<file path="src/rtl/traffic_pkg.sv">
// Shared light encodings, FSM state type and round-robin helper for the traffic phase sequencer.
package traffic_pkg;

    localparam logic [2:0] LT_RED = 3'b100;
    localparam logic [2:0] LT_YEL = 3'b010;
    localparam logic [2:0] LT_GRN = 3'b001;

    // Widest request vector rr_pick can search.
    localparam int unsigned MAX_ROADS = 32;

    typedef enum logic [1:0] {S_GREEN, S_YELLOW, S_ALL_RED} state_e;

    // First set bit of vec searching cur+1, cur+2, ... with wrap at n; cur if none set.
    function automatic int unsigned rr_pick(input logic [MAX_ROADS-1:0] vec,
                                            input int unsigned n,
                                            input int unsigned cur);
        int unsigned idx;
        int unsigned pick;
        logic found;
        pick  = cur;
        found = 1'b0;
        for (int unsigned k = 1; k <= MAX_ROADS; k++) begin
            idx = cur + k;
            if (idx >= n) idx = idx - n;
            if (!found && k <= n && vec[idx[4:0]]) begin
                pick  = idx;
                found = 1'b1;
            end
        end
        return pick;
    endfunction

endpackage

</file>
<file path="src/rtl/tlc_tick_gen.sv">
// Timing prescaler: one-cycle tick every TICK_DIV clocks, restartable from zero via clr.
module tlc_tick_gen #(
    parameter int unsigned TICK_DIV = 2
) (
    input  logic clk,
    input  logic reset,
    input  logic clr,
    output logic tick
);

    localparam int unsigned CW = (TICK_DIV > 1) ? $clog2(TICK_DIV) : 1;

    logic [CW-1:0] cnt_q, cnt_d;

    assign tick = (cnt_q == CW'(TICK_DIV - 1));

    always_comb begin
        cnt_d = cnt_q + 1'b1;
        if (clr || tick) cnt_d = '0;
    end

    always_ff @(posedge clk) begin
        if (reset) cnt_q <= '0;
        else       cnt_q <= cnt_d;
    end

endmodule

</file>
<file path="src/rtl/traffic_phase_sequencer.sv">
// N-approach traffic signal sequencer: main road rests on green, side roads served round-robin
// on latched requests, with gap-out/max-out extension, all-red clearance and emergency preemption.
module traffic_phase_sequencer
    import traffic_pkg::*;
#(
    parameter int unsigned N_ROADS     = 4,
    parameter int unsigned MAIN_ROAD   = 0,
    parameter int unsigned TICK_DIV    = 2,
    parameter int unsigned CNT_W       = 16,
    parameter int unsigned T_MIN_GREEN = 4,
    parameter int unsigned T_MAX_GREEN = 10,
    parameter int unsigned T_YELLOW    = 3,
    parameter int unsigned T_ALL_RED   = 1
) (
    input  logic                       clk,
    input  logic                       reset,
    input  logic [N_ROADS-1:0]         sensor,
    input  logic                       emerg_req,
    input  logic [$clog2(N_ROADS)-1:0] emerg_road,
    output logic [3*N_ROADS-1:0]       lights,
    output logic [$clog2(N_ROADS)-1:0] active_road,
    output logic [N_ROADS-1:0]         req_pending
);

    localparam int unsigned RW = $clog2(N_ROADS);

    state_e             state_q, state_d;
    logic [RW-1:0]      cur_q, cur_d, nxt_q, nxt_d, rr_nxt;
    logic [CNT_W-1:0]   timer_q, timer_d, elapsed;
    logic [N_ROADS-1:0] req_q, req_d, cur_oh, pend_other, set_mask;
    logic               tick, state_chg, emerg_valid;

    tlc_tick_gen #(
        .TICK_DIV (TICK_DIV)
    ) u_tick_gen (
        .clk   (clk),
        .reset (reset),
        .clr   (state_chg),
        .tick  (tick)
    );

    // Timer value including this cycle's tick, so every state lasts exactly T*TICK_DIV clocks.
    assign elapsed     = (tick && timer_q != '1) ? timer_q + 1'b1 : timer_q;
    assign emerg_valid = emerg_req && (32'(emerg_road) < N_ROADS);
    assign state_chg   = (state_d != state_q);

    always_comb begin
        cur_oh        = '0;
        cur_oh[cur_q] = 1'b1;
        pend_other    = req_q & ~cur_oh;
        if (cur_q != RW'(MAIN_ROAD)) pend_other[MAIN_ROAD] = 1'b1;
    end

    assign rr_nxt = RW'(rr_pick(MAX_ROADS'(pend_other), N_ROADS, 32'(cur_q)));

    always_comb begin
        state_d = state_q;
        cur_d   = cur_q;
        nxt_d   = nxt_q;
        unique case (state_q)
            S_GREEN: begin
                if (emerg_valid) begin
                    if (emerg_road != cur_q) begin
                        state_d = S_YELLOW;
                        nxt_d   = emerg_road;
                    end
                end else if (elapsed >= CNT_W'(T_MIN_GREEN) && |pend_other &&
                             (!sensor[cur_q] || elapsed >= CNT_W'(T_MAX_GREEN))) begin
                    state_d = S_YELLOW;
                    nxt_d   = rr_nxt;
                end
            end
            S_YELLOW: begin
                if (emerg_valid) nxt_d = emerg_road;
                if (elapsed >= CNT_W'(T_YELLOW)) begin
                    if (T_ALL_RED == 0) begin
                        state_d = S_GREEN;
                        cur_d   = nxt_d;
                    end else begin
                        state_d = S_ALL_RED;
                    end
                end
            end
            S_ALL_RED: begin
                if (emerg_valid) nxt_d = emerg_road;
                if (elapsed >= CNT_W'(T_ALL_RED)) begin
                    state_d = S_GREEN;
                    cur_d   = nxt_d;
                end
            end
            default: state_d = S_GREEN;
        endcase
    end

    // A sensor on the road already holding green is not latched; entering green clears its own bit.
    always_comb begin
        set_mask = sensor & ~((state_q == S_GREEN) ? cur_oh : '0);
        req_d    = req_q | set_mask;
        if (state_chg && state_d == S_GREEN) req_d[cur_d] = 1'b0;
        timer_d = state_chg ? '0 : elapsed;
    end

    always_ff @(posedge clk) begin
        if (reset) begin
            state_q <= S_GREEN;
            cur_q   <= RW'(MAIN_ROAD);
            nxt_q   <= RW'(MAIN_ROAD);
            timer_q <= '0;
            req_q   <= '0;
        end else begin
            state_q <= state_d;
            cur_q   <= cur_d;
            nxt_q   <= nxt_d;
            timer_q <= timer_d;
            req_q   <= req_d;
        end
    end

    for (genvar i = 0; i < N_ROADS; i++) begin : g_lamp
        assign lights[3*i +: 3] = (cur_q != RW'(i))      ? LT_RED :
                                  (state_q == S_GREEN)  ? LT_GRN :
                                  (state_q == S_YELLOW) ? LT_YEL : LT_RED;
    end

    assign active_road = cur_q;
    assign req_pending = req_q;

endmodule
</file>
<file path="config.mk">
export PLATFORM = sky130hd
export DESIGN_NAME = traffic_phase_sequencer
export DESIGN_NICKNAME = d
export VERILOG_FILES = /design/src/rtl/traffic_pkg.sv /design/src/rtl/tlc_tick_gen.sv /design/src/rtl/traffic_phase_sequencer.sv
export SDC_FILE = /design/constraint.sdc
export NUM_CORES = 1
export LEC_CHECK = 0
export BUFFER_PORTS_ARGS = -buffer_cell sky130_fd_sc_hd__buf_2
export CORE_ASPECT_RATIO = 0.7
export CORE_MARGIN = 2
export CORE_UTILIZATION = 59
export DETAILED_ROUTE_END_ITERATION = 7
export GPL_TIMING_DRIVEN = 0
export MAX_ROUTING_LAYER = met4
export PLACE_DENSITY = 0.83
export SLEW_MARGIN = 20
export SYNTH_ARGS = -nofsm -noshare
export SYNTH_HDL_FRONTEND = slang
export SYNTH_SLANG_ARGS = --single-unit
</file>
<file path="constraint.sdc">
create_clock -name clk -period 4.32 [get_ports clk]
set_input_delay 0.864 -clock clk [delete_from_list [all_inputs] [get_ports clk]]
set_output_delay 0.864 -clock clk [all_outputs]
set_load 0.01 [all_outputs]
</file>
Yosys cells after proc, flatten, opt, wreduce, memory -nomap -nowiden:

Index checks and enable logic that the tools add are counted.

* multiplexer cells: 48
* equality and inequality tests: 10
* $lt $le $gt $ge: 16
* bitwise logic cells: 7
* reduce and logical (&&, ||, !) cells: 24
* add/subtract/negate cells: 10

Operator list (count)
* 2-bit two-way mux: 15
* 5-bit by 6-bit < comparator with 1-bit output (second input constant): 4
* 1-bit binary-select mux with 5-bit select: 4
* 5-bit two-way mux: 4
* 3-bit two-way mux: 6
* 16-bit by 1-bit adder with 16-bit output (second input constant): 1
* 16-bit by 1-bit >= comparator with 1-bit output (second input constant): 1
* 16-bit by 2-bit >= comparator with 1-bit output (second input constant): 1
* 16-bit by 3-bit >= comparator with 1-bit output (second input constant): 1
* 16-bit by 4-bit >= comparator with 1-bit output (second input constant): 1
* 16-bit two-way mux: 1
* 16-bit != test (second input constant): 1
* 4-bit bitwise AND: 3
* 4-bit NOT: 3
* 3-bit by 3-bit subtractor with 4-bit output (second input constant): 3
* 1-bit two-way mux: 11
* 3-bit >= comparator (second input constant): 3
* 1-bit logical AND: 9
* 4-bit two-way mux: 2
* 2-bit by 2-bit adder with 3-bit output (second input constant): 2
* 2-bit by 3-bit < comparator with 1-bit output (second input constant): 2
* 3-bit != test (second input constant): 2
* 2-bit case mux with 3 select lines: 1
* 2-bit OR reduction: 3
* other kinds (21): 31

* output and inout port bits: 18
* word-level logic and storage cells: 121
* bits in registers: 27
* input bits: 9

Depth between registers and ports, before layout:

Gate-level depths: netlist of run 1.

* word-level depth: 22
* gate-level depth with buffers: 13

Cells and area by module:

From an unflattened synthesis of run 1, not the netlist that was laid out.

* cell total of the unflattened synthesis: 290
* area total of the unflattened synthesis: 2255.9 µm²

Modules (own cells, without submodules)
* traffic_phase_sequencer: times used 1, area an instance 2225.9 µm², cells each 288, sequential area each 520.5 µm²
* tlc_tick_gen: times used 1, area an instance 30.0 µm², cells each 2, sequential area each 20.0 µm²

Least setup slack after synthesis of run 1:

No wires, ideal clock.

* path type: reg-to-reg
* from: register cur_q[0] (netlist: active_road[0])
* to: register req_q[0] (netlist: req_pending[0])
* required time: 4179 ps
* buffers on the path: 1
* arrival: 2924 ps
* path slack: 1254 ps
* stages on the path, launching flop included: 13
* path through: dfxtp_1 -> clkbuf_1 -> inv_1 -> ha_1 -> nand2b_1 -> a41o_1 -> a41o_1 -> a311oi_1 -> a21oi_1 -> a41oi_1 -> nor3_1 -> o31ai_2 -> a311oi_1

* word-level cells in the longest chain between the ends: 16

Ends and longest elaborated chain
* start, declared: line traffic_phase_sequencer.sv:28 `logic [RW-1:0] cur_q, cur_d, nxt_q, nxt_d, rr_nxt;`
* start signal, assigned: line traffic_phase_sequencer.sv:106 `cur_q <= RW'(MAIN_ROAD);`
* start signal, assigned: line traffic_phase_sequencer.sv:112 `cur_q <= cur_d;`
* 2-bit by 3-bit < comparator with 1-bit output (implied by the code) or 2-bit by 1-bit >= comparator with 1-bit output (tied branches): line traffic_phase_sequencer.sv:49 `cur_oh[cur_q] = 1'b1;`
* 1-bit logical AND (implied by the code): line traffic_phase_sequencer.sv:49
* 1-bit two-way mux (implied by the code): line traffic_phase_sequencer.sv:49
* 1-bit demux with 2-bit select: line traffic_phase_sequencer.sv:49
* 4-bit NOT: line traffic_phase_sequencer.sv:50 `pend_other = req_q & ~cur_oh;`
* 4-bit bitwise AND: line traffic_phase_sequencer.sv:50
* 1-bit two-way mux: line traffic_phase_sequencer.sv:51 `if (cur_q != RW'(MAIN_ROAD)) pend_other[MAIN_ROAD] = 1'b1;`
* 4-bit OR reduction: line traffic_phase_sequencer.sv:67 `end else if (elapsed >= CNT_W'(T_MIN_GREEN) && |pend_other &&`
* 1-bit logical AND (2 in series): line traffic_phase_sequencer.sv:67
* 2-bit two-way mux: line traffic_phase_sequencer.sv:67
* 2-bit two-way mux: line traffic_phase_sequencer.sv:62 `if (emerg_valid) begin`
* 2-bit case mux with 3 select lines: line traffic_phase_sequencer.sv:60 `unique case (state_q)`
* 2-bit != test or 2-bit zero test (tied branches): line traffic_phase_sequencer.sv:45, traffic_phase_sequencer.sv:99
* 1-bit logical AND: line traffic_phase_sequencer.sv:99 `if (state_chg && state_d == S_GREEN) req_d[cur_d] = 1'b0;`
* 4-bit two-way mux *: line traffic_phase_sequencer.sv:99
* end signal, assigned: line traffic_phase_sequencer.sv:115 `req_q <= req_d;`
* end, declared: line traffic_phase_sequencer.sv:30 `logic [N_ROADS-1:0] req_q, req_d, cur_oh, pend_other, set_mask;`

Mark *: on every way between the ends. The rest lies on a longest branch, timed or not. The select of a mux whose other input is x is not followed.
A chain may end at the register's enable or synchronous reset.

Worst setup path in the final report of run 1:

* from: register timer_q[1]
* to: register timer_q[12]

* word-level cells in the longest chain between the ends: 11

Ends and longest elaborated chain
* start, declared: line traffic_phase_sequencer.sv:29 `logic [CNT_W-1:0] timer_q, timer_d, elapsed;`
* start signal, assigned: line traffic_phase_sequencer.sv:114 `timer_q <= timer_d;`
* branches (longest 2 deep; another with 16-bit by 1-bit adder with 16-bit output)
* 16-bit two-way mux *: line traffic_phase_sequencer.sv:43 `assign elapsed = (tick && timer_q != '1) ? timer_q + 1'b1 : timer_q;`
* 16-bit by 3-bit >= comparator with 1-bit output or 16-bit by 4-bit >= comparator with 1-bit output (tied branches): line traffic_phase_sequencer.sv:67, traffic_phase_sequencer.sv:68
* 1-bit logical AND or 1-bit logical OR (tied branches): line traffic_phase_sequencer.sv:67, traffic_phase_sequencer.sv:68
* 1-bit logical AND: line traffic_phase_sequencer.sv:67
* 2-bit two-way mux: line traffic_phase_sequencer.sv:67
* 2-bit two-way mux: line traffic_phase_sequencer.sv:62
* 2-bit case mux with 3 select lines: line traffic_phase_sequencer.sv:60
* 2-bit != test: line traffic_phase_sequencer.sv:45 `assign state_chg = (state_d != state_q);`
* 2-bit OR reduction (no line)

Mark *: on every way between the ends.

==> reports/qor_table.md, run 1 <==
| Item | This run | Unit |
|:---|:---|:---|
| Number of storage elements in the synthesis netlist | 27 | - |
| Total routed wirelength | 5700 | um |
| Power density over cell area | 213 | nW/um^2 |
| H-tree depth | 1 | - |
| IR Drop Worst-Case VDD | 0.160 | mV |
| Global route overflow | 0 | - |
| Req. time, crit path | 4.55 | ns |
| Antenna diode instance count | 0 | - |
| Total global-route track usage | 27.7 | % |
| Overall die area | 4520 | um^2 |
| Dpl hpwl | 4380 | um |
| Outcome | finished clean | - |
| Total of buffers placed on input and output ports | 25 | - |
| Slew Viols, Final | 0 | - |
| Initial antenna violation count | 0 | - |
| Sequential element share of the synthesized area | 23.0 | % |
| Master of the slowest instance on the critical path | nor4_1 | - |
| Number of max-cap violations | 0 | - |
| Type of the worst setup path | reg -> reg | - |
| Site Rows | 19 | - |
| Longest individual stage delay on the worst path | 0.55 | ns |
| Synthesized netlist net count | 317 | - |
| Average size of a mapped cell | 7.95 | um^2 |
| Horizontal extent of the die | 79.5 | um |
| Sinks on Clock Net | 27 | - |
| DRC Markers | 0 | - |
| Die extent in y | 56.8 | um |
| RSZ-0062 raised after global routing | false | - |
| Total Power | 553 | uW |
| Number of hold violations in the final report | 0 | - |
| Terminating pin of the worst hold path | nxt_q[1]$_SDFFE_PP0P_ | - |
| Hold Startpoint | nxt_q[1]$_SDFFE_PP0P_ | - |
| CORE AREA | 3870 | um^2 |
| Buffers inserted by post-CTS timing repair | 0 | - |
| Syn Std Cell Area | 2350 | um^2 |
| Leakage power | 0.991 | nW |
| CTS root buffer | clkbuf_8 | - |
| Detailed router's first-iteration violation count | 223 | - |
| R2r endpoint | timer_q[12]$_SDFF_PP0_ | - |
| Worst reg2reg path depth | 11 | - |
| Crit-path cells | ha_1 -> nand3_1 -> nor4_1 -> o211ai_1 -> a221o_1 -> nor4_4 -> o211ai_2 -> a311oi_2 -> o2111ai_4 -> buf_6 -> nor2_2 | - |
| Number of buffers added by the clock tree synthesis step | 3 | - |
| Via count of the first global-routing pass | 2,000 | - |
| Fin nets | 347 | - |
| Kind of cell adding the most delay to the critical path | compound AO/OA/AOI/OAI gates | - |
| Measured slew at the worst slew-check pin | 0.597 | ns |
| Number of synthesized flops with an enable pin | 0 | - |
| Source-to-sink clock delay at the later pin of the worst-skew pair | 0.28 | ns |
| Worst-path clk slew | 0.10 | ns |
| Path type of the worst min-delay path | reg -> reg | - |
| Effective utilization at floorplan | 60.7 | % |
| Count of endpoints failing setup in the final report | 0 | - |
| List of most frequent post-synthesis cells | dfxtp_1 (27), nand2_1 (27), nor2_1 (24) | - |
| Routability Congestion | 0.973 | - |
| Proportion of layout cells with a drive suffix above 1 | 20.3 | % |
| Worst hold path depth | 2 | - |
| Mapped Cells | 296 | - |
| Arrival time at the worst endpoint | 3.91 | ns |
| Quantity of gates resized following cts | 0 | - |
| Antenna Violating Nets Remaining | 0 | - |
| Number of warnings reported in the yosys synthesis log | 0 | - |
| Hold-fix buffers at CTS | 0 | - |
| Global-route wire length before repair | 9560 | um |
| Fraction of synthesized cell area taken by the top area cell type | 23.0 | % |
| Boundary pin count | 27 | - |
| Post-DR wirelength/cell | 15.1 | um |
| Cell taking the most area after synthesis | dfxtp_1 | - |
| Top cells by area in the synthesized netlist | dfxtp_1 (23%), ha_1 (6.4%), xnor2_1 (4.5%), nand2_1 (4.3%), o21ai_0 (4.0%) | - |
| Final Skew | 0.00530 | ns |
| Worst Setup End Kind | flip-flop | - |
| TritonCTS clock tree | yes | - |
| Maximum number of buffers from clock root to sink | 2 | - |
| Worst R2R Start | timer_q[1]$_SDFF_PP0_ | - |
| Post-layout minimum cycle time | 3.69 | ns |
| DR vias/cell | 6.03 | - |
| Layout overhead on the synthesized area | 10.2 | % |
| Number of detailed-route iterations in the first pass | 5 | - |
| Top FF cell, synth | dfxtp_1 | - |
| Worst slew margin relative to its limit | 59.8 | % |
| Critical Path Start Type | flip-flop | - |
| Setup TNS | 0 | ns |
| Critical-path maximum fanout | 10 | - |
| Crit path buffers/inverters | 1 | - |
| Number of distinct library cells after synthesis | 65 | - |
| Largest net degree at the start of global routing | 17 | - |
| Slack of the worst reg-to-reg path | 0.63 | ns |
| Ys async rst share | 0 | % |
| Achievable frequency | 0.271 | GHz |
| Post-route clock period utilization | 85.3 | % |
| Vias after detailed routing | 2,273 | - |
[tightest hold or removal path: cells and delay by family (launching register included)]
family | cells | cell delay (ns)
flops | 1 | 0.31
compound gates | 1 | 0.07
buf+inv | 1 | 0.06
[through the flow]
| stage | hold slack [ns] | instance area, um^2 | setup slack [ns] | instances | util (%) |
|---|---|---|---|---|---|
| after detailed placement | 0.471 | 2540 | 0.683 | 373 | 65.6 |
| after global placement | 0.467 | 2540 | 0.782 | 373 | 65.6 |
| after global routing | 0.520 | 2590 | 0.317 | 377 | 66.9 |
| final | 0.482 | 2590 | 0.633 | 377 | 66.9 |
| after floorplan | 0.443 | 2350 | 1.25 | 296 | - |
| after CTS | 0.486 | 2590 | 0.673 | 377 | 66.9 |
[cell usage in the layout (no fill, tap or decap), types with 3 or more instances in the layout]
| cell type | instances |
|---|---|
| o31ai_1 | 3 |
| nor2b_1 | 4 |
| nor3_1 | 7 |
| nand3b_1 | 3 |
| ha_1 | 12 |
| xnor2_1 | 12 |
| xor2_1 | 8 |
| nand3_1 | 6 |
| a311oi_1 | 5 |
| mux2i_1 | 4 |
| nor2_2 | 10 |
| or2_2 | 3 |
| nand2b_1 | 7 |
| and3_1 | 4 |
| or3_1 | 4 |
| buf_2 | 26 |
| o21ai_0 | 19 |
| clkbuf_1 | 3 |
| a21oi_1 | 12 |
| dfxtp_1 | 27 |
| nor2_1 | 24 |
| buf_4 | 4 |
| nand4_1 | 6 |
| buf_6 | 4 |
| and4_1 | 3 |
| inv_1 | 17 |
| a31oi_1 | 4 |
| nand2_1 | 27 |
| and2_1 | 7 |
| clkbuf_8 | 3 |
[per-layer routing]
metal / vias up / wire [um] / share of wire [%] / track usage, %
met3: 6 / 438 / 7.7 / 4.98
li1: 1136 / - / - / -
met5: - / 0 / 0 / -
met1: 1042 / 2830 / 50 / 42.8
met4: 0 / 39 / 0.68 / 4.43
met2: 89 / 2390 / 42 / 37.7
[kinds of logic (layout without fill, tap and decap cells)]
logic type      count (synthesis)  count (layout)  share of synthesized area (%)
simple gates                  124             124                           28.4
flops                          27              27                           23.0
compound gates                 76              76                           24.6
fa+ha+maj                      12              12                           6.38
mux                             6               6                           3.14
xor+xnor                       20              20                           7.44
buf+inv                        31              60                           7.02
[layout make-up]
class	instances	area (um^2)
plain buffers	14	101
multi-input cells	238	1650
clock buffers	3	41.3
flip-flops and latches	27	541
repair buffers	25	125
inverters	17	63.8
well taps	52	65.1
clock inverters	1	7.51
fillers	332	1280
[sequential cells by signal, summed over array words and instances (netlist names)]
name	cells
timer_q	16
req_pending	4
active_road	2
nxt_q	2
state_q	2
u_tick_gen.tick	1
[power breakdown]
part           switching, mW  total [mW]  internal, mW
registers             0.0108       0.269         0.258
clock network         0.0882       0.154        0.0658
logic                 0.0783       0.130        0.0517
[worst max-delay path by stage]
stage | from | to | slack [ns] | cells after the start
after CTS | timer_q[1]$_SDFF_PP0_ | timer_q[12]$_SDFF_PP0_ | 0.67 | 11
final | timer_q[1]$_SDFF_PP0_ | timer_q[12]$_SDFF_PP0_ | 0.63 | 11
after global routing | timer_q[1]$_SDFF_PP0_ | timer_q[12]$_SDFF_PP0_ | 0.32 | 11
after detailed placement | timer_q[1]$_SDFF_PP0_ | timer_q[12]$_SDFF_PP0_ | 0.68 | 11
after floorplan | active_road[0]$_SDFF_PP0_ | req_pending[0]$_SDFF_PP0_ | 1.25 | 12
after global placement | timer_q[1]$_SDFF_PP0_ | timer_q[14]$_SDFF_PP0_ | 0.78 | 11
Power figures use the tool's default switching activity.
==> run 2, diff against run 1 <==
--- a/config.mk
+++ b/config.mk
@@ -11,6 +11,7 @@
 export CORE_UTILIZATION = 59
 export DETAILED_ROUTE_END_ITERATION = 7
 export GPL_TIMING_DRIVEN = 0
+export HOLD_SLACK_MARGIN = 0.12
 export MAX_ROUTING_LAYER = met4
 export PLACE_DENSITY = 0.83
 export SLEW_MARGIN = 20
==> constraint.sdc (replaced) <==
create_clock -name clk -period 3.8 [get_ports clk]
set_input_delay 0.76 -clock clk [delete_from_list [all_inputs] [get_ports clk]]
set_output_delay 0.76 -clock clk [all_outputs]
set_load 0.01 [all_outputs]
==> run 2 against run 1 <==
  * Design area is 0.48% higher
  * Clock skew grew 0.0053 ns
  * Die area unchanged
  * Worst setup slack lost 0.32 ns
  * Sequential power grew 14%
  * Power grew 14%
==> reports/qor_table.md, run 2 (synthesis results as in run 1) <==
| Item | This run | Unit | Change |
|:---|:---|:---|:---|
| Pre-CTS setup slack | 0.163 | ns | was 0.683 ns |
| CORE AREA | 3870 | um^2 | unchanged |
| Part of the total power dissipated in combinational logic | 23.3 | % | was 23.5% |
| Site Rows | 19 | - | unchanged |
| Filler instances | 332 | - | unchanged |
| Post-route met1 wirelength | 2920 | um | was 2830 um |
| Path type of the worst min-delay path | reg -> reg | - | unchanged |
| Uppermost routed layer | met4 | - | unchanged |
| H-tree depth | 1 | - | unchanged |
| Global route overflow | 0 | - | unchanged |
| Dpl hpwl | 4380 | um | unchanged |
| Total Power | 633 | uW | was 553 uW |
| RSZ-0062 raised after global routing | false | - | unchanged |
| Sinks on Clock Net | 27 | - | unchanged |
| Largest net degree at the start of global routing | 17 | - | unchanged |
| Total of buffers placed on input and output ports | 25 | - | unchanged |
| Final Skew | 0.0106 | ns | was 0.00530 ns |
| Measured slew at the worst slew-check pin | 0.598 | ns | was 0.597 ns |
| Slew Viols, Final | 0 | - | unchanged |
| IR Drop Worst-Case VDD | 0.182 | mV | was 0.160 mV |
| Worst Setup End Kind | flip-flop | - | unchanged |
| Met2 layer wire length in the routed design | 2390 | um | about the same |
| R2r endpoint | timer_q[12]$_SDFF_PP0_ | - | unchanged |
| Global-route wire length before repair | 9560 | um | unchanged |
| Worst slew margin relative to its limit | 59.8 | % | about the same |
| Number of hold violations in the final report | 0 | - | unchanged |
| Proportion of layout cells with a drive suffix above 1 | 21.2 | % | was 20.3% |
| Post-route clock period utilization | 91.8 | % | was 85.3% |
| Slack of the worst reg-to-reg path | 0.31 | ns | was 0.63 ns |
| Worst hold path depth | 2 | - | unchanged |
| CTS root buffer | clkbuf_8 | - | unchanged |
| DR vias/cell | 6.06 | - | was 6.03 |
| Sw Ratio | 32.5 | % | was 32.1% |
| Die extent in y | 56.8 | um | unchanged |
| Initial antenna violation count | 0 | - | unchanged |
| Finished Core Util | 67.2 | % | was 66.9% |
| Boundary pin count | 27 | - | unchanged |
| Number of max-cap violations | 0 | - | unchanged |
| DRC Markers | 0 | - | unchanged |
| Terminating pin of the worst hold path | nxt_q[0]$_SDFFE_PP0P_ | - | was nxt_q[1]$_SDFFE_PP0P_ |
| Routability Congestion | 0.973 | - | unchanged |
| Total global-route track usage | 27.7 | % | unchanged |
| Hold Startpoint | nxt_q[0]$_SDFFE_PP0P_ | - | was nxt_q[1]$_SDFFE_PP0P_ |
| Effective utilization at floorplan | 60.7 | % | unchanged |
| Antenna Violating Nets Remaining | 0 | - | unchanged |
| Smallest setup slack after layout | 0.313 | ns | was 0.633 ns |
| Post-DR wirelength/cell | 15.2 | um | was 15.1 um |
| Worst R2R Start | timer_q[1]$_SDFF_PP0_ | - | unchanged |
| Worst reg2reg path depth | 11 | - | unchanged |
| Register bank with the most flops | timer_q | - | unchanged |
| Hold-fix buffers at CTS | 0 | - | unchanged |
| Horizontal extent of the die | 79.5 | um | unchanged |
| Switching power | 206 | uW | was 177 uW |
| Maximum number of buffers from clock root to sink | 2 | - | unchanged |
| Arrival time at the worst endpoint | 3.71 | ns | was 3.91 ns |
| Quantity of gates resized following cts | 0 | - | unchanged |
| TritonCTS clock tree | yes | - | unchanged |
| Overall die area | 4520 | um^2 | unchanged |
| Antenna diode instance count | 0 | - | unchanged |
| Total length of routed met3 wires | 390 | um | was 438 um |
| Clk pwr share | 28.4 | % | was 27.8% |
| Leakage power | 0.994 | nW | was 0.991 nW |
| Critical-path maximum fanout | 10 | - | unchanged |
| Source-to-sink clock delay at the later pin of the worst-skew pair | 0.29 | ns | was 0.28 ns |
| Leading cell types in the layout, fill and taps excluded | nand2_1 (27), dfxtp_1 (27), buf_2 (26) | - | unchanged |
| Type of the worst setup path | reg -> reg | - | unchanged |
| Outcome | finished clean | - | unchanged |
| P_int | 427 | uW | was 376 uW |
| Setup TNS | 0 | ns | unchanged |
| Design area | 2610 | um^2 | was 2590 um^2 |
| Instance area after placement | 2540 | um^2 | unchanged |
| Power density over cell area | 243 | nW/um^2 | was 213 nW/um^2 |
| Total routed wirelength | 5730 | um | was 5700 um |
| Buffers inserted by post-CTS timing repair | 0 | - | unchanged |
| Layout overhead on the synthesized area | 10.7 | % | was 10.2% |
| Detailed router's first-iteration violation count | 248 | - | was 223 |
| Fin nets | 347 | - | unchanged |
| Vias after detailed routing | 2,286 | - | was 2,273 |
| Via count of the first global-routing pass | 2,000 | - | unchanged |
| Number of detailed-route iterations in the first pass | 5 | - | unchanged |
| Achievable frequency | 0.287 | GHz | was 0.271 GHz |
| Post-layout minimum cycle time | 3.49 | ns | was 3.69 ns |
| Critical Path Start Type | flip-flop | - | unchanged |
| Number of buffers added by the clock tree synthesis step | 3 | - | unchanged |
| Number of flip-flops in the largest register | 16 | - | unchanged |
| Req. time, crit path | 4.03 | ns | was 4.55 ns |
| Worst-path clk slew | 0.11 | ns | was 0.10 ns |
| Flop pwr share | 48.3 | % | was 48.7% |
| Count of endpoints failing setup in the final report | 0 | - | unchanged |
-- run 2: cell type report --
| cell class | instances | area (um^2) | area share (%) |
|---|---|---|---|
| flip-flops and latches | 27 | 541 | 20.7 |
| multi-input cells | 238 | 1660 | 63.7 |
| repair buffers | 25 | 125 | 4.80 |
| plain buffers | 14 | 103 | 3.94 |
| inverters | 17 | 63.8 | 2.45 |
| clock buffers | 3 | 41.3 | 1.59 |
| clock inverters | 1 | 7.51 | 0.288 |
| well taps | 52 | 65.1 | 2.50 |
-- run 2: layer usage --
| metal | up-vias | track usage [%] |
|---|---|---|
| li1 | 1135 | - |
| met1 | 1057 | 42.8 |
| met2 | 88 | 37.7 |
| met3 | 6 | 4.98 |
| met4 | 0 | 4.43 |
| met5 | - | - |
-- run 2: worst max-delay path by stage --
| stage | startpoint | to | depth (start not counted) |
|---|---|---|---|
| final | timer_q[1]$_SDFF_PP0_ | timer_q[12]$_SDFF_PP0_ | 11 |
| after global routing | timer_q[1]$_SDFF_PP0_ | timer_q[12]$_SDFF_PP0_ | 11 |
| after CTS | timer_q[1]$_SDFF_PP0_ | timer_q[12]$_SDFF_PP0_ | 11 |
| after detailed placement | timer_q[1]$_SDFF_PP0_ | timer_q[12]$_SDFF_PP0_ | 11 |
| after global placement | timer_q[1]$_SDFF_PP0_ | timer_q[14]$_SDFF_PP0_ | 11 |
| after floorplan | active_road[0]$_SDFF_PP0_ | req_pending[0]$_SDFF_PP0_ | 12 |
-- run 2: critical path, cell delays in order, from the launching register on --
cell	delay, ns
dfxtp_1	0.45
ha_1	0.30
nand3_2	0.20
or4_1	0.55
o311ai_0	0.11
a31oi_1	0.20
nor4_4	0.46
o211ai_2	0.20
a311oi_2	0.35
o2111ai_4	0.26
buf_6	0.23
nor2_2	0.11
-- run 2: through the flow --
| step | cells | hold WS [ns] |
|---|---|---|
| detailed placement | 373 | 0.471 |
| finish | 377 | 0.486 |
| global placement | 373 | 0.467 |
| CTS | 377 | 0.486 |
| floorplan | 296 | 0.443 |
| global route | 377 | 0.520 |
-- run 2: power by group through the flow --
stage          Combinational [mW]  Sequential [mW]  Clock [mW]
6_report                    0.147            0.306       0.180
5_1_grt                     0.164            0.307       0.189
4_1_cts                     0.145            0.306       0.184
3_5_place_dp                0.145            0.312           0
3_3_place_gp                0.143            0.312           0
2_1_floorplan               0.107            0.310           0
==> run 3, diff against run 2 <==
==> constraint.sdc (replaced) <==
create_clock -name clk -period 3.35 [get_ports clk]
set_input_delay 0.67 -clock clk [delete_from_list [all_inputs] [get_ports clk]]
set_output_delay 0.67 -clock clk [all_outputs]
set_load 0.01 [all_outputs]
==> run 3 against run 2 <==
  * Power is 19% higher
  * Worst setup slack worse by 0.25 ns
  * Non-clock buffer count is 10 higher
  * Design area is 8.6% higher
  * Combinational power is 36% higher
  * Global-route usage is 1.7 points higher
  * Clock power is 13% higher
  * Routed wire length is 12% higher
==> reports/qor_table.md, run 3 (synthesis results as in run 1) <==
| Item | This run | Unit | Change |
|:---|:---|:---|:---|
| Detailed router's first-iteration violation count | 251 | - | was 248 |
| Final non-filler cell total | 387 | - | was 377 |
| Number of flip-flops in the largest register | 16 | - | unchanged |
| Filler instances | 284 | - | was 332 |
| Leading cell type in the layout, fill and taps excluded | nand2_1 | - |  |
| Total global-route track usage | 29.3 | % | was 27.7% |
| Worst-path clk slew | 0.11 | ns | about the same |
| Overall die area | 4520 | um^2 | unchanged |
| Number of detailed-route iterations in the first pass | 6 | - | was 5 |
| Largest net degree at the start of global routing | 17 | - | unchanged |
| DR vias/cell | 6.25 | - | was 6.06 |
| Post-route clock period utilization | 98.2 | % | was 91.8% |
| Global route overflow | 0 | - | unchanged |
| Number of placed instances, taps included | 373 | - | unchanged |
| Met3 capacity usage during global routing | 4.82 | % | was 4.98% |
| Master of the slowest instance on the critical path | mux2i_1 | - | was or4_1 |
| Number of max-cap violations | 0 | - | unchanged |
| Proportion of layout cells with a drive suffix above 1 | 29.9 | % | was 21.2% |
| Critical-path maximum fanout | 9 | - | was 10 |
| Power density over cell area | 265 | nW/um^2 | was 243 nW/um^2 |
| Effective utilization at floorplan | 60.7 | % | unchanged |
| Worst hold path depth | 2 | - | unchanged |
| Number of buffers added by the clock tree synthesis step | 3 | - | unchanged |
| Source-to-sink clock delay at the later pin of the worst-skew pair | 0.29 | ns | about the same |
| Busiest metal layer after global routing | met1 | - | unchanged |
| Instance area after placement | 2540 | um^2 | unchanged |
| CORE AREA | 3870 | um^2 | unchanged |
| Critical Path Start Type | flip-flop | - | unchanged |
| Slew Viols, Final | 0 | - | unchanged |
| Req. time, crit path | 3.55 | ns | was 4.03 ns |
| Design area | 2830 | um^2 | was 2610 um^2 |
| Global-route wire length before repair | 10,100 | um | was 9560 um |
| Finished Core Util | 73.0 | % | was 67.2% |
| Most common cell type on the critical path | buf_6 | - |  |
| Register bank with the most flops | timer_q | - | unchanged |
| Worst Setup End Kind | flip-flop | - | unchanged |
| Path type of the worst min-delay path | reg -> reg | - | unchanged |
| Fin nets | 357 | - | was 347 |
| Via count of the first global-routing pass | 2,090 | - | was 2,000 |
| Total routed wirelength | 6420 | um | was 5730 um |
| Die extent in y | 56.8 | um | unchanged |
| Met2 Resource Use GR | 41.1 | % | was 37.7% |
| Dpl hpwl | 4380 | um | unchanged |
| Horizontal extent of the die | 79.5 | um | unchanged |
| Longest individual stage delay on the worst path | 0.42 | ns | was 0.55 ns |
| Post-DR wirelength/cell | 16.6 | um | was 15.2 um |
| Initial antenna violation count | 0 | - | unchanged |
| Type of the worst setup path | reg -> reg | - | unchanged |
| Sinks on Clock Net | 27 | - | unchanged |
| Antenna diode instance count | 0 | - | unchanged |
| Worst reg2reg path depth | 13 | - | was 11 |
| DRC Markers | 0 | - | unchanged |
| Measured slew at the worst slew-check pin | 0.520 | ns | was 0.598 ns |
| Routability Congestion | 0.973 | - | unchanged |
| Boundary pin count | 27 | - | unchanged |
| Total of buffers placed on input and output ports | 25 | - | unchanged |
| Number of hold violations in the final report | 0 | - | unchanged |
| IR Drop Worst-Case VDD | 0.201 | mV | was 0.182 mV |
| Slack of the worst reg-to-reg path | 0.06 | ns | was 0.31 ns |
| Leading cell types in the layout, fill and taps excluded | nand2_1 (27), buf_2 (26), nor2_1 (23) | - | was nand2_1 (27), dfxtp_1 (27), buf_2 (26) |
| Final Skew | 0.00771 | ns | was 0.0106 ns |
| CTS root buffer | clkbuf_8 | - | unchanged |
| Crit-path cells | buf_6 -> and4_1 -> buf_6 -> buf_6 -> and4_2 -> a21boi_1 -> mux2i_1 -> nor4_4 -> buf_4 -> a31oi_1 -> mux2i_1 -> nor2b_1 -> a311oi_1 | - | was ha_1 -> nand3_2 -> or4_1 -> o311ai_0 -> a31oi_1 -> nor4_4 -> o211ai_2 -> a311oi_2 -> o2111ai_4 -> buf_6 -> nor2_2 |
| Antenna Violating Nets Remaining | 0 | - | unchanged |
| Maximum number of buffers from clock root to sink | 2 | - | unchanged |
| Vias after detailed routing | 2,420 | - | was 2,286 |
| Arrival time at the worst endpoint | 3.49 | ns | was 3.71 ns |
| Hold-fix buffers at CTS | 0 | - | unchanged |
| Outcome | finished clean | - | unchanged |
| Met1 capacity usage during global routing | 44.7 | % | was 42.8% |
| Worst slew margin relative to its limit | 65.1 | % | was 59.8% |
| Layout overhead on the synthesized area | 20.3 | % | was 10.7% |
| Site Rows | 19 | - | unchanged |
| Leakage power | 1.09 | nW | was 0.994 nW |
| Count of endpoints failing setup in the final report | 0 | - | unchanged |
| Achievable frequency | 0.304 | GHz | was 0.287 GHz |
| Post-layout minimum cycle time | 3.29 | ns | was 3.49 ns |
| H-tree depth | 1 | - | unchanged |
| TritonCTS clock tree | yes | - | unchanged |
[run 3: repair_timing]
action,in CTS,in global routing
pin swaps,7,6
cloned,1,0
endpoints found under the hold margin,0,0
setup endpoints to repair,21,23
buffers inserted,8,3
resized for setup,21,17
[run 3: worst max-delay path: cells and delay by family, from the launching register on]
family | cells | cell delay [ns]
multiplexers | 2 | 0.76
AO/OA/AOI/OAI | 3 | 0.92
buffers and inverters | 4 | 0.56
flip-flops | 1 | 0.35
AND/OR/NAND/NOR | 4 | 0.62
[run 3: cell type report]
cell class	instances	area [um^2]	area share (%)
buffer	13	111	3.93
clock buffer	3	41.3	1.46
clock inverter	1	7.51	0.265
inverter	17	63.8	2.25
multi-input combinational	238	1760	62.2
sequential	27	549	19.4
tap	52	65.1	2.30
timing repair buffer	36	231	8.18
[run 3: where the power goes]
group	total, mW	internal (mW)	switching [mW]
Clock	0.203	0.0850	0.118
Sequential	0.348	0.334	0.0145
Combinational	0.200	0.0849	0.115
Total	0.751	0.504	0.247
[run 3: layer usage]
layer / part of all wire [%] / up-vias / wire length [um]
met5: 0 / - / 0
met4: 2.1 / 0 / 133
met3: 8.4 / 21 / 538
met2: 42 / 123 / 2720
met1: 47 / 1121 / 3020
li1: - / 1155 / -
[run 3: stage by stage]
stage / TNS (ns) / power (mW) / setup slack, ns / hold WS (ns)
6_report: 0 / 0.751 / 0.0597 / 0.486
5_1_grt: -0.0795 / 0.779 / -0.0454 / 0.515
4_1_cts: 0 / 0.746 / 0.00582 / 0.486
3_5_place_dp: -4.19 / 0.519 / -0.287 / 0.471
3_3_place_gp: -2.41 / 0.515 / -0.188 / 0.467
2_1_floorplan: 0 / 0.473 / 0.284 / 0.443
[run 3: final timing paths]
kind                         start                         to
min reg2reg  nxt_q[0]$_SDFFE_PP0P_      nxt_q[0]$_SDFFE_PP0P_
min          nxt_q[0]$_SDFFE_PP0P_      nxt_q[0]$_SDFFE_PP0P_
max          timer_q[2]$_SDFF_PP0_  req_pending[2]$_SDFF_PP0_
max reg2reg  timer_q[2]$_SDFF_PP0_  req_pending[2]$_SDFF_PP0_
